<file path="config.mk">
export PLATFORM = sky130hd
export DESIGN_NAME = seg7_device_flat
export DESIGN_NICKNAME = d
export VERILOG_FILES = /design/src/rtl/seg7_pkg.sv /design/src/rtl/seg7_if.sv /design/src/rtl/seg7_hex_decode.sv /design/src/rtl/seg7_device.sv /design/src/flat_wrapper.sv
export SDC_FILE = /design/constraint.sdc
export NUM_CORES = 1
export LEC_CHECK = 0
export CAP_MARGIN = 10
export CORE_MARGIN = 2
export CORE_UTILIZATION = 27
export DETAILED_ROUTE_END_ITERATION = 12
export DONT_BUFFER_PORTS = 1
export GPL_TIMING_DRIVEN = 1
export PLACE_DENSITY = 0.49
export SYNTH_ARGS = -nofsm -noshare
export SYNTH_HDL_FRONTEND = slang
export SYNTH_SLANG_ARGS = --single-unit
</file>
<file path="constraint.sdc">
create_clock -name clk -period 11.5 [get_ports clk]
set_input_delay 3.45 -clock clk [delete_from_list [all_inputs] [get_ports clk]]
set_output_delay 3.45 -clock clk [all_outputs]
set_load 0.01 [all_outputs]
</file>
<file path="src/rtl/seg7_pkg.sv">
// Shared constants and types for the serial 7-segment display driver.
package seg7_pkg;

    // Bit positions inside the 4-bit serial output bundle.
    localparam int SOUT_CLK = 3;
    localparam int SOUT_DO  = 2;
    localparam int SOUT_PEN = 1;
    localparam int SOUT_CLR = 0;

    // Fully dark digit, decimal point included (active low).
    localparam logic [7:0] SEG_BLANK = 8'hFF;

    // Bits per frame: 8 digits x 8 segment bits.
    localparam logic [6:0] FRAME_BITS = 7'd64;

    // Active-low {g,f,e,d,c,b,a} pattern for each hex nibble, entry 0 at the LSB end.
    localparam logic [15:0][6:0] HEX_SEG = {
        7'h0E, 7'h06, 7'h21, 7'h46,   // F E d C
        7'h03, 7'h08, 7'h10, 7'h00,   // b A 9 8
        7'h78, 7'h02, 7'h12, 7'h19,   // 7 6 5 4
        7'h30, 7'h24, 7'h79, 7'h40    // 3 2 1 0
    };

    typedef enum logic [1:0] {
        LOAD  = 2'd0,
        SHIFT = 2'd1,
        LATCH = 2'd2
    } seg7_state_e;

endpackage

</file>
<file path="src/rtl/seg7_if.sv">
// Display-side bundle: digit value, decimal points, blink enables and the serial pins.
interface seg7_if;
    logic [31:0] data;
    logic [7:0]  point;
    logic [7:0]  LES;
    logic [3:0]  sout;

    // Game/score logic side.
    modport master (output data, point, LES, input sout);
    // Display driver side.
    modport slave  (input data, point, LES, output sout);
endinterface

</file>
<file path="src/rtl/seg7_hex_decode.sv">
// One digit: nibble + decimal point + blank request -> active-low segment byte.
module seg7_hex_decode
    import seg7_pkg::*;
(
    input  logic [3:0] nibble_i,
    input  logic       dp_i,
    input  logic       blank_i,
    output logic [7:0] seg_o
);

    // Blanking overrides everything, including the decimal point.
    always_comb begin
        seg_o = {~dp_i, HEX_SEG[nibble_i]};
        if (blank_i) begin
            seg_o = SEG_BLANK;
        end
    end

endmodule

</file>
<file path="src/rtl/seg7_device.sv">
// Serial driver for the 8-digit display: builds a 64-bit frame, shifts it out MSB
// first with a divided clock, then pulses the latch enable and repeats.
module seg7_device
    import seg7_pkg::*;
#(
    parameter int unsigned IO_DIV    = 8,
    parameter int unsigned HOLD      = 128,
    parameter int unsigned BLINK_DIV = 25_000_000
) (
    input  logic    clk,
    input  logic    rst,
    seg7_if.slave   bus
);

    seg7_state_e state_q, state_d;

    logic [63:0] frame;
    logic [63:0] shift_q, shift_d;
    logic [31:0] div_cnt_q, div_cnt_d;
    logic [31:0] hold_cnt_q, hold_cnt_d;
    logic [6:0]  bit_cnt_q, bit_cnt_d;
    logic        sclk_q, sclk_d;
    logic        sdo_q, sdo_d;
    logic        pen_q, pen_d;
    logic        clr_q;
    logic [31:0] blink_cnt_q;
    logic        blink_q;

    logic div_last;
    logic hold_last;

    assign div_last  = (div_cnt_q == IO_DIV - 1);
    assign hold_last = (hold_cnt_q == HOLD - 1);

    // Live frame from the current inputs; only sampled in LOAD so frames never tear.
    generate
        for (genvar gi = 0; gi < 8; gi++) begin : g_digit
            seg7_hex_decode u_dec (
                .nibble_i (bus.data[4*gi +: 4]),
                .dp_i     (bus.point[gi]),
                .blank_i  (blink_q & bus.LES[gi]),
                .seg_o    (frame[8*gi +: 8])
            );
        end
    endgenerate

    // Free-running blink phase; LOAD sees the pre-toggle value on a coincident edge.
    always_ff @(posedge clk or posedge rst) begin
        if (rst) begin
            blink_cnt_q <= '0;
            blink_q     <= 1'b0;
        end else if (blink_cnt_q == BLINK_DIV - 1) begin
            blink_cnt_q <= '0;
            blink_q     <= ~blink_q;
        end else begin
            blink_cnt_q <= blink_cnt_q + 32'd1;
        end
    end

    // FSM state register.
    always_ff @(posedge clk or posedge rst) begin
        if (rst) begin
            state_q <= LOAD;
        end else begin
            state_q <= state_d;
        end
    end

    // Next state: leave SHIFT on the falling serial-clock edge after the 64th rise.
    always_comb begin
        state_d = state_q;
        unique case (state_q)
            LOAD:    state_d = SHIFT;
            SHIFT:   if (div_last && sclk_q && (bit_cnt_q == FRAME_BITS)) state_d = LATCH;
            LATCH:   if (hold_last) state_d = LOAD;
            default: state_d = LOAD;
        endcase
    end

    // Output/datapath next values; DO only moves together with a falling serial clock.
    always_comb begin
        shift_d    = shift_q;
        div_cnt_d  = div_cnt_q;
        hold_cnt_d = hold_cnt_q;
        bit_cnt_d  = bit_cnt_q;
        sclk_d     = sclk_q;
        sdo_d      = sdo_q;
        pen_d      = pen_q;
        unique case (state_q)
            LOAD: begin
                shift_d   = frame;
                sclk_d    = 1'b0;
                sdo_d     = frame[63];
                pen_d     = 1'b0;
                div_cnt_d = '0;
                bit_cnt_d = '0;
            end
            SHIFT: begin
                if (div_last) begin
                    div_cnt_d = '0;
                    if (!sclk_q) begin
                        sclk_d    = 1'b1;
                        bit_cnt_d = bit_cnt_q + 7'd1;
                    end else begin
                        sclk_d = 1'b0;
                        if (bit_cnt_q == FRAME_BITS) begin
                            sdo_d      = 1'b0;
                            pen_d      = 1'b1;
                            hold_cnt_d = '0;
                        end else begin
                            shift_d = {shift_q[62:0], 1'b0};
                            sdo_d   = shift_q[62];
                        end
                    end
                end else begin
                    div_cnt_d = div_cnt_q + 32'd1;
                end
            end
            LATCH: begin
                if (hold_last) begin
                    pen_d = 1'b0;
                end else begin
                    hold_cnt_d = hold_cnt_q + 32'd1;
                end
            end
            default: begin
                pen_d = 1'b0;
            end
        endcase
    end

    // Datapath and pin registers; CLR releases on the first edge after reset.
    always_ff @(posedge clk or posedge rst) begin
        if (rst) begin
            shift_q    <= '0;
            div_cnt_q  <= '0;
            hold_cnt_q <= '0;
            bit_cnt_q  <= '0;
            sclk_q     <= 1'b0;
            sdo_q      <= 1'b0;
            pen_q      <= 1'b0;
            clr_q      <= 1'b0;
        end else begin
            shift_q    <= shift_d;
            div_cnt_q  <= div_cnt_d;
            hold_cnt_q <= hold_cnt_d;
            bit_cnt_q  <= bit_cnt_d;
            sclk_q     <= sclk_d;
            sdo_q      <= sdo_d;
            pen_q      <= pen_d;
            clr_q      <= 1'b1;
        end
    end

    always_comb begin
        bus.sout           = '0;
        bus.sout[SOUT_CLK] = sclk_q;
        bus.sout[SOUT_DO]  = sdo_q;
        bus.sout[SOUT_PEN] = pen_q;
        bus.sout[SOUT_CLR] = clr_q;
    end

endmodule

</file>
<file path="src/flat_wrapper.sv">
// flat-port wrapper written by rule: the top's interface ports become plain ports
module seg7_device_flat import seg7_pkg::*;
#(
    parameter int unsigned IO_DIV    = 8,
    parameter int unsigned HOLD      = 128,
    parameter int unsigned BLINK_DIV = 25_000_000
)
  (clk, rst, bus_data, bus_point, bus_LES, bus_sout);
  seg7_if bus_i ();
  input  logic clk;
  input  logic rst;
  input wire logic [$bits(bus_i.data)-1:0] bus_data;
  input wire logic [$bits(bus_i.point)-1:0] bus_point;
  input wire logic [$bits(bus_i.LES)-1:0] bus_LES;
  output wire logic [$bits(bus_i.sout)-1:0] bus_sout;
  assign bus_i.data = bus_data;
  assign bus_i.point = bus_point;
  assign bus_i.LES = bus_LES;
  assign bus_sout = bus_i.sout;
  seg7_device #(.IO_DIV(IO_DIV), .HOLD(HOLD), .BLINK_DIV(BLINK_DIV)) u_core (.clk(clk), .rst(rst), .bus(bus_i));
endmodule
</file>
==> metrics.txt <==
Top FF cell, synth=dfrtp_1; Core Rows=74; min-delay worst type=register to register; Max Transition Viols Final=0; Post-Syn Instances=1195; Worst Setup SP=rst; Yosys cell types=73; Worst EP required=11.96 ns; pwr dens=107 nW/um^2; critical path arrival=approximately 5.4 ns; Boundary Pins=54; Post-DP HPWL=17900 um; Yosys warning count=0; wire length per cell=15.3 um; Period minus WS final=just under 5 ns; FF+latch count, synth=173; CTS tree=built; layout cells sized above 1=0.0834; FMAX=between 0.2 and 0.25 GHz; GPL Wtd Cong=0.823; Overflow after GRT=0; final setup margin=6.57 ns; clk sinks=around 170; total vias in the final route=8639; height of the die=207 um; unrepaired setup endpoints after global routing=no; final hold vios=0; Worst-Skew Late Latency=0.44 ns; GRT Resource Usage Total=0.122; Seq/Total Area, Yosys=0.388; critical-path maximum fanout=between 60 and 70; Layout Nets=between 1k and 1.5k; Worst R2R Start=u_core.div_cnt_q[30]; Slew @ Worst Pin=1.15 ns; Post-Syn Nets=1298; CTS buffer count=17; R2R Setup Slk=8.50 ns; H-tree depth=4; drc violations=0; wirelength, routed=26000 um; clk_skew=0.0138 ns; WS Path Type=input pin to asynchronous set/reset pin; port bufs=0; vias per cell=roughly 5.1; post-route antenna net violation count=0; Post-CTS Setup Inserts=0; Max VDD drop=between 0.08 and 0.09 mV; total of max-cap violations=0; syn_area_per_cell=9.35 um^2; RR Endpoint=u_core.hold_cnt_q[4]; Cell Area, Synth=between 10000 and 15000 um^2; Leak=between 0.005 and 0.006 uW; setup tns final=0 ns; cell count of the worst reg-to-reg path=6; Slew HR=0.232; pin count of the biggest net entering global routing=73; area grow syn2layout=8.85%; EDFF count, synth=0; final-report setup violation count=0; register clock-pin slew on the reported worst setup and hold paths=0.07 ns; nature of the critical path endpoint=asynchronous set/reset pin; initial antenna violation count=0; crit path capture=u_core.hold_cnt_q[24]; post-cts sizing count=0; count of hold-fix buffers inserted at cts=0; die area=43000 um^2; Critical Path Source Type=input pin; Final period util=0.428; fraction of registers with async set/reset=1.00; core area=40800 um^2; CTS max path bufs=2; CTS root buf=clkbuf_16; Post-Place Worst Slack=5.98 ns; 1st-pass router iterations=5; status=finished clean; DRT iter0 DRCs=between 400 and 500; Chip Width=a little over 200 um; Starting Density=0.274; first-pass GRT wire length=43500 um; vias in the first global route=8230
[sequential cells by signal, summed over array words and instances, names as in the netlist, 2 cells and up]
name / count
u_core.shift_q: 63
u_core.state_q: 2
u_core.blink_cnt_q: 32
u_core.div_cnt_q: 32
u_core.bit_cnt_q: 7
u_core.hold_cnt_q: 32
[metrics by stage]
step / hold slack [ns] / util / power, uW / cells / cell area (um^2)
floorplan: 0.443 / - / 726 / 1195 / 11200
global placement: 0.471 / 0.283 / 740 / 1663 / 11600
detailed placement: 0.476 / 0.283 / 741 / 1663 / 11600
CTS: 0.492 / 0.298 / 1330 / 1695 / 12200
global route: 0.500 / 0.298 / 1370 / 1695 / 12200
finish: 0.489 / 0.298 / 1310 / 1696 / 12200
[layout make-up]
class / count / area (um^2)
flip-flops and latches: 173 / 4330
repair buffers: 10 / 75.1
multi-input cells: 872 / 6190
well taps: 532 / 666
inverters: 76 / 292
clock buffers: 17 / 425
fillers: 4234 / 28700
diodes: 1 / 2.50
clock inverters: 15 / 173
[layer usage]
layer	routed length [um]	global-route usage
met5	0	0
met4	246	0.0305
met3	694	0.0230
met2	12300	0.194
met1	12800	0.170
[cell usage in the layout (no fill, tap or decap), types with 21 or more instances in the layout]
| cell | n |
|---|---|
| dfrtp_1 | 173 |
| nor2_1 | 95 |
| nand2_1 | 93 |
| inv_1 | 74 |
| o21ai_0 | 69 |
| a31oi_1 | 53 |
| ha_1 | 53 |
| nand3_1 | 45 |
| mux2i_1 | 43 |
| a21oi_1 | 41 |
| mux2_1 | 40 |
| nand4_1 | 32 |
| nor3_1 | 23 |
| and3_1 | 21 |
| xor2_1 | 21 |
[kinds of logic (layout without fill, tap and decap cells)]
kind of cell	count (synthesis)	after routing	share of synthesized area
buffers and inverters	150	118	0.0593
AOI/OAI and AO/OA	286	286	0.177
DFF	173	173	0.388
other	1	2	0.000336
adders and majority gates	53	53	0.0594
and+or+nand+nor	396	396	0.182
muxes	105	105	0.110
xor gates and xnor gates	31	31	0.0243
[cells in the mapped netlist, types with 23 or more instances]
| cell | n | area, um^2 |
|---|---|---|
| a31oi_1 | 53 | 332 |
| nand3_1 | 45 | 225 |
| nand4_1 | 32 | 200 |
| nor3_1 | 23 | 115 |
| nand2_1 | 93 | 349 |
| o21ai_0 | 70 | 350 |
| mux2i_1 | 43 | 430 |
| inv_1 | 75 | 282 |
| nor2_1 | 96 | 360 |
| dfrtp_1 | 173 | 4330 |
| a21oi_1 | 41 | 205 |
| ha_1 | 53 | 663 |
| clkbuf_1 | 44 | 165 |
| mux2_1 | 40 | 450 |
[worst min path at each step]
stage,start,endpoint,slack [ns],depth (start not counted)
6_report,u_core.hold_cnt_q[31],u_core.hold_cnt_q[31],0.49,1
5_1_grt,u_core.shift_q[15],u_core.shift_q[15],0.50,1
4_1_cts,u_core.shift_q[15],u_core.shift_q[15],0.49,1
3_5_place_dp,u_core.shift_q[47],u_core.shift_q[47],0.48,1
3_3_place_gp,u_core.shift_q[47],u_core.shift_q[47],0.47,1
2_1_floorplan,u_core.blink_cnt_q[31],u_core.blink_cnt_q[31],0.44,1
[report_power, final]
| part | total [uW] | internal [uW] | switching [uW] |
|---|---|---|---|
| clock | 578 | 292 | 286 |
| sequential | 635 | 626 | 9.28 |
| combinational | 91.7 | 43.4 | 48.3 |
[critical path, stage by stage]
cell and delay [ns]:
clkinv_4 0.30, buf_4 0.72, buf_4 0.79
Power figures use the tool's default switching activity.
==> RTL edit 1 (same settings) <==
The 3 states of `seg7_state_e` get a one-hot encoding in 3 bits.
--- a/src/rtl/seg7_pkg.sv
+++ b/src/rtl/seg7_pkg.sv
@@ -21,10 +21,10 @@
         7'h30, 7'h24, 7'h79, 7'h40    // 3 2 1 0
     };
 
-    typedef enum logic [1:0] {
-        LOAD  = 2'd0,
-        SHIFT = 2'd1,
-        LATCH = 2'd2
+    typedef enum logic [2:0] {
+        LOAD  = 3'b001,
+        SHIFT = 3'b010,
+        LATCH = 3'b100
     } seg7_state_e;
 
 endpackage
Behaviour: no difference found for any inputs over 10 cycles, from zero or initial values and one cycle with rst high; not proved beyond that.
==> RTL edit 1 against the original RTL <==
  * Clock skew increased by 0.00083 ns
  * Design area increased by 2.2%
  * Power increased by 1.1%
  * Routed wire length increased by 6.5%
  * Worst setup slack improved by 0.44 ns
  * Synthesized area increased by 2.8%
  * Final cell count increased by 3.0%
  * Hold slack got worse by 0.0042 ns
  * Sequential cell count increased by 1
==> RTL edit 1: results (changes against the original RTL) <==
min_to: "u_core.blink_cnt_q[31]$_DFF_PP0_"
grt_pass1_vias: 8874  # +7.8%
n_fill_cell: 4352  # +2.8%
avgViaCountPerCell: 5.19  # +1.9%
syn_inst: 1244  # +4.1%
drtIter0Drc: 603  # +29%
whs_ns: 0.485  # -0.00422 ns
grt_util_met3_pct: 2.70  # +0.40 points
layout-drive-gt1-share_pct: 11.9  # +3.6 points
yosysSeqAreaShare_pct: 37.9  # -0.82 points
reg2reg_depth: 8  # +2
wl_met2_um: 12500  # +1.6%
hold_buffers: 0  # unchanged
wl_per_cell_um: 15.9  # +3.4%
finalClockSkew_ns: 0.0147  # +0.000834 ns
instances_no_fill: 1747  # +3.0%
synth_cell_type_count: 64  # -12%
rr_endpoint: "u_core.shift_q[62]$_DFFE_PP0P_"
grt_usage_pct: 12.9  # +0.77 points
critPathMaxFanout: 97  # +52%
r2r_start: "u_core.div_cnt_q[0]$_DFFE_PP0N_"
arrival_ns: 4.91  # -0.47 ns
placed_area_um2: 11900  # +2.6%
post-place-ws_ns: 6.44  # +0.455 ns
outcome: "finished clean"
async_flop_share_pct: 100  # unchanged
yosys-top-cells-count: "dfrtp_1 (173), nor2_1 (100), nand2_1 (99)"
critPathCapture: "u_core.blink_q$_DFFE_PP0N_"
critical-path-top-delay-family: "buffers and inverters"
r2r_setup_slack_ns: 8.13  # -0.37 ns
ys.flop_type: "dfrtp_1"
hp-class: "reg2reg"
mappedNetlistNets: 1347  # +3.8%
wl_met1_um: 13700  # +6.8%
grt_pass1_wl_um: 46900  # +7.8%
grt_max_degree: 98  # +34%
p_leak_uw: 0.00532  # about the same
gp_congestion: 0.802  # -2.6%
slowest_delay_ns: 0.88  # +0.09 ns
drt-pass1-iter-count: 5  # unchanged
met3_length_um: 1170  # +68%
min_period_over_period_pct: 39.0  # -3.8 points
dp.cells: 1715  # +3.1%
p_per_area_nw_per_um2: 106  # -1.1%
ys_top_cells_by_area: "dfrtp_1 (38%), mux2_4 (6.9%), ha_1 (5.8%)"
vdd_drop_max_mv: 0.0841  # -6.1%
hold_start: "u_core.blink_cnt_q[31]$_DFF_PP0_"
met2_usage_pct: 20.4  # +1.1 points
diodes: 0  # -1
==> RTL edit 1: power breakdown <==
group	leakage, µW	total, µW	internal (µW)	switching [µW]
clock	0.000270	576	304	272
combinational	0.00277	103	53.5	49.1
sequential	0.00228	641	630	11.1
==> RTL edit 1: cells by family (layout without fill, tap and decap cells) <==
logic type      after synthesis  count (layout)  share of synthesized area [%]
compound gates              279             279                           15.3
other cells                   1               1                         0.0327
fa+ha+maj                    53              53                           5.78
buf+inv                     134              98                           5.28
simple gates                468             468                           21.0
xor+xnor                     37              37                           2.82
flops                       174             174                           37.9
mux                          98              98                           11.9
==> RTL edit 1: final cells by class <==
class	instances	share of cell area, %
Clock buffer	19	3.49
Inverter	56	1.75
Clock inverter	13	1.06
Tap cell	539	5.43
Sequential cell	174	35.1
Timing Repair Buffer	10	0.604
Multi-Input combinational cell	936	52.6
==> RTL edit 2 (same flow settings) <==
Made on the original files. `IO_DIV` is set to 8 in 2 places; all go to 7.
--- a/src/rtl/seg7_device.sv
+++ b/src/rtl/seg7_device.sv
@@ -3,7 +3,7 @@
 module seg7_device
     import seg7_pkg::*;
 #(
-    parameter int unsigned IO_DIV    = 8,
+    parameter int unsigned IO_DIV    = 7,
     parameter int unsigned HOLD      = 128,
     parameter int unsigned BLINK_DIV = 25_000_000
 ) (
--- a/src/flat_wrapper.sv
+++ b/src/flat_wrapper.sv
@@ -1,7 +1,7 @@
 // flat-port wrapper written by rule: the top's interface ports become plain ports
 module seg7_device_flat import seg7_pkg::*;
 #(
-    parameter int unsigned IO_DIV    = 8,
+    parameter int unsigned IO_DIV    = 7,
     parameter int unsigned HOLD      = 128,
     parameter int unsigned BLINK_DIV = 25_000_000
 )
Function: changed (a bounded check fails within 10 cycles, from zero or initial values and one cycle with rst high).
==> RTL edit 2 against the original RTL <==
  * Synthesized area down 3.4%
  * Worst setup slack better by 0.45 ns
  * Routed wire length down 0.98%
  * Design area down 2.2%
  * Via count up 1.8%
  * First-iteration DRC count up 9.9%
  * Largest power group unchanged
  * Critical endpoint is now bus_sout[3]
  * Power up 0.31%
  * Sequential cell count unchanged
==> RTL edit 2: results (changes against the original RTL) <==
outcome: "finished clean"
wl_per_cell_um: 15.0  # -2.3%
grtUsageMet1_pct: 17.5  # +0.52 points
synth_cell_type_count: 68  # -6.8%
critPathMaxFanout: 8  # -88%
grt_usage_pct: 12.7  # +0.52 points
rr_endpoint: "u_core.shift_q[21]$_DFFE_PP0P_"
multi_input_area_share_pct: 50.2  # -0.77 points
ys_top_cells_by_area: "dfrtp_1 (40%), o21ai_0 (6.6%), ha_1 (6.3%)"
max_slew_margin_pct: 36.2  # +13 points
met2_usage_pct: 20.0  # +0.68 points
diodes: 0  # -1
grt_pass1_wl_um: 43400  # -0.13%
grt_util_met3_pct: 2.49  # +0.19 points
yosys-top-cells-count: "dfrtp_1 (173), nand2_1 (145), o21ai_0 (143)"
syn_inst: 1218  # +1.9%
combPwrFrac_pct: 6.4  # -0.6 points
final-nonclk-buf-share_pct: 0.695  # +0.077 points
gp_congestion: 0.774  # -6.0%
worstHoldPathCells: 2  # +1
seq_share_pct: 36.4  # +0.82 points
r2r_start: "u_core.div_cnt_q[16]$_DFFE_PP0P_"
reg2reg_depth: 5  # -1
dp.cells: 1687  # +1.4%
whs_ns: 0.476  # -0.0133 ns
grt_pass1_vias: 8434  # +2.5%
hold_start: "u_core.shift_q[58]$_DFFE_PP0P_"
clkCellAreaFrac_pct: 5.20  # +0.28 points
n_all_buffers: 11  # +1
layout-drive-gt1-share_pct: 6.87  # -1.5 points
vdd_drop_max_mv: 0.0913  # +1.9%
nNonClkInverters: 60  # -21%
clk_pin_slew_ns: 0.07  # about the same
avgViaCountPerCell: 5.12  # +0.42%
r2r_setup_slack_ns: 8.36  # -0.14 ns
min_to: "u_core.shift_q[58]$_DFFE_PP0P_"
mappedNetlistNets: 1322  # +1.8%
cts_root_buf: "clkbuf_16"
post-dp-hpwl_um: 17400  # -2.8%
drt-pass1-iter-count: 6  # +1
finalClockSkew_ns: 0.0219  # +0.00809 ns
p_seq_uw: 636  # about the same
multi_input_cells: 918  # +5.3%
grt_max_degree: 110  # +51%
arrival_ns: 1.02  # -4.36 ns
p_leak_uw: 0.00504  # -5.3%
swShare_pct: 26.6  # +0.28 points
drtIter0Drc: 513  # +9.9%
-- RTL edit 2: cell count changes after synthesis, sizes merged, moves of 10 or more --
cell / before / now
o21ai: 73 / 144
nand2: 93 / 145
a31oi: 63 / 20
mux2: 54 / 13
nor2: 96 / 70
inv: 75 / 59
a22oi: 15 / 1
nor3: 24 / 34
-- RTL edit 2: per-layer routing --
metal | share of wire [%] | vias to the layer above
met5 | 0 | -
met4 | 1.4 | 0
met3 | 4.0 | 19
met2 | 46 | 149
met1 | 49 | 4247
li1 | - | 4378
-- RTL edit 2: how the worst max path moves through the flow --
stage / startpoint / endpoint / slack, ns / cells past startpoint
4_1_cts: rst / u_core.div_cnt_q[10]$_DFFE_PP0P_ / 6.93 / 2
3_3_place_gp: rst / u_core.div_cnt_q[10]$_DFFE_PP0P_ / 6.45 / 2
3_5_place_dp: rst / u_core.hold_cnt_q[0]$_DFFE_PP0P_ / 6.47 / 2
5_1_grt: rst / u_core.sclk_q$_DFFE_PP0P_ / 6.71 / 2
6_report: u_core.sclk_q$_DFFE_PP0P_ / bus_sout[3] / 7.03 / 0
2_1_floorplan: rst / u_core.bit_cnt_q[0]$_DFFE_PP0P_ / 3.36 / 1
-- RTL edit 2: per-stage QoR --
step / area (µm²) / power, µW / worst slack [ns]
floorplan: 10800 / 720 / 3.36
finish: 11900 / 1310 / 7.03
global route: 11900 / 1370 / 6.71
detailed placement: 11300 / 734 / 6.47
CTS: 11900 / 1330 / 6.93
global placement: 11300 / 733 / 6.45
-- RTL edit 2: cells by family (layout without fill, tap and decap cells) --
logic type,Yosys count,after routing,synth area share (%)
xor+xnor,34,34,2.76
buf+inv,127,103,4.70
other cells,1,1,0.0348
compound gates,324,324,18.8
flops,173,173,40.1
simple gates,448,448,21.0
mux,57,57,6.37
fa+ha+maj,54,54,6.26
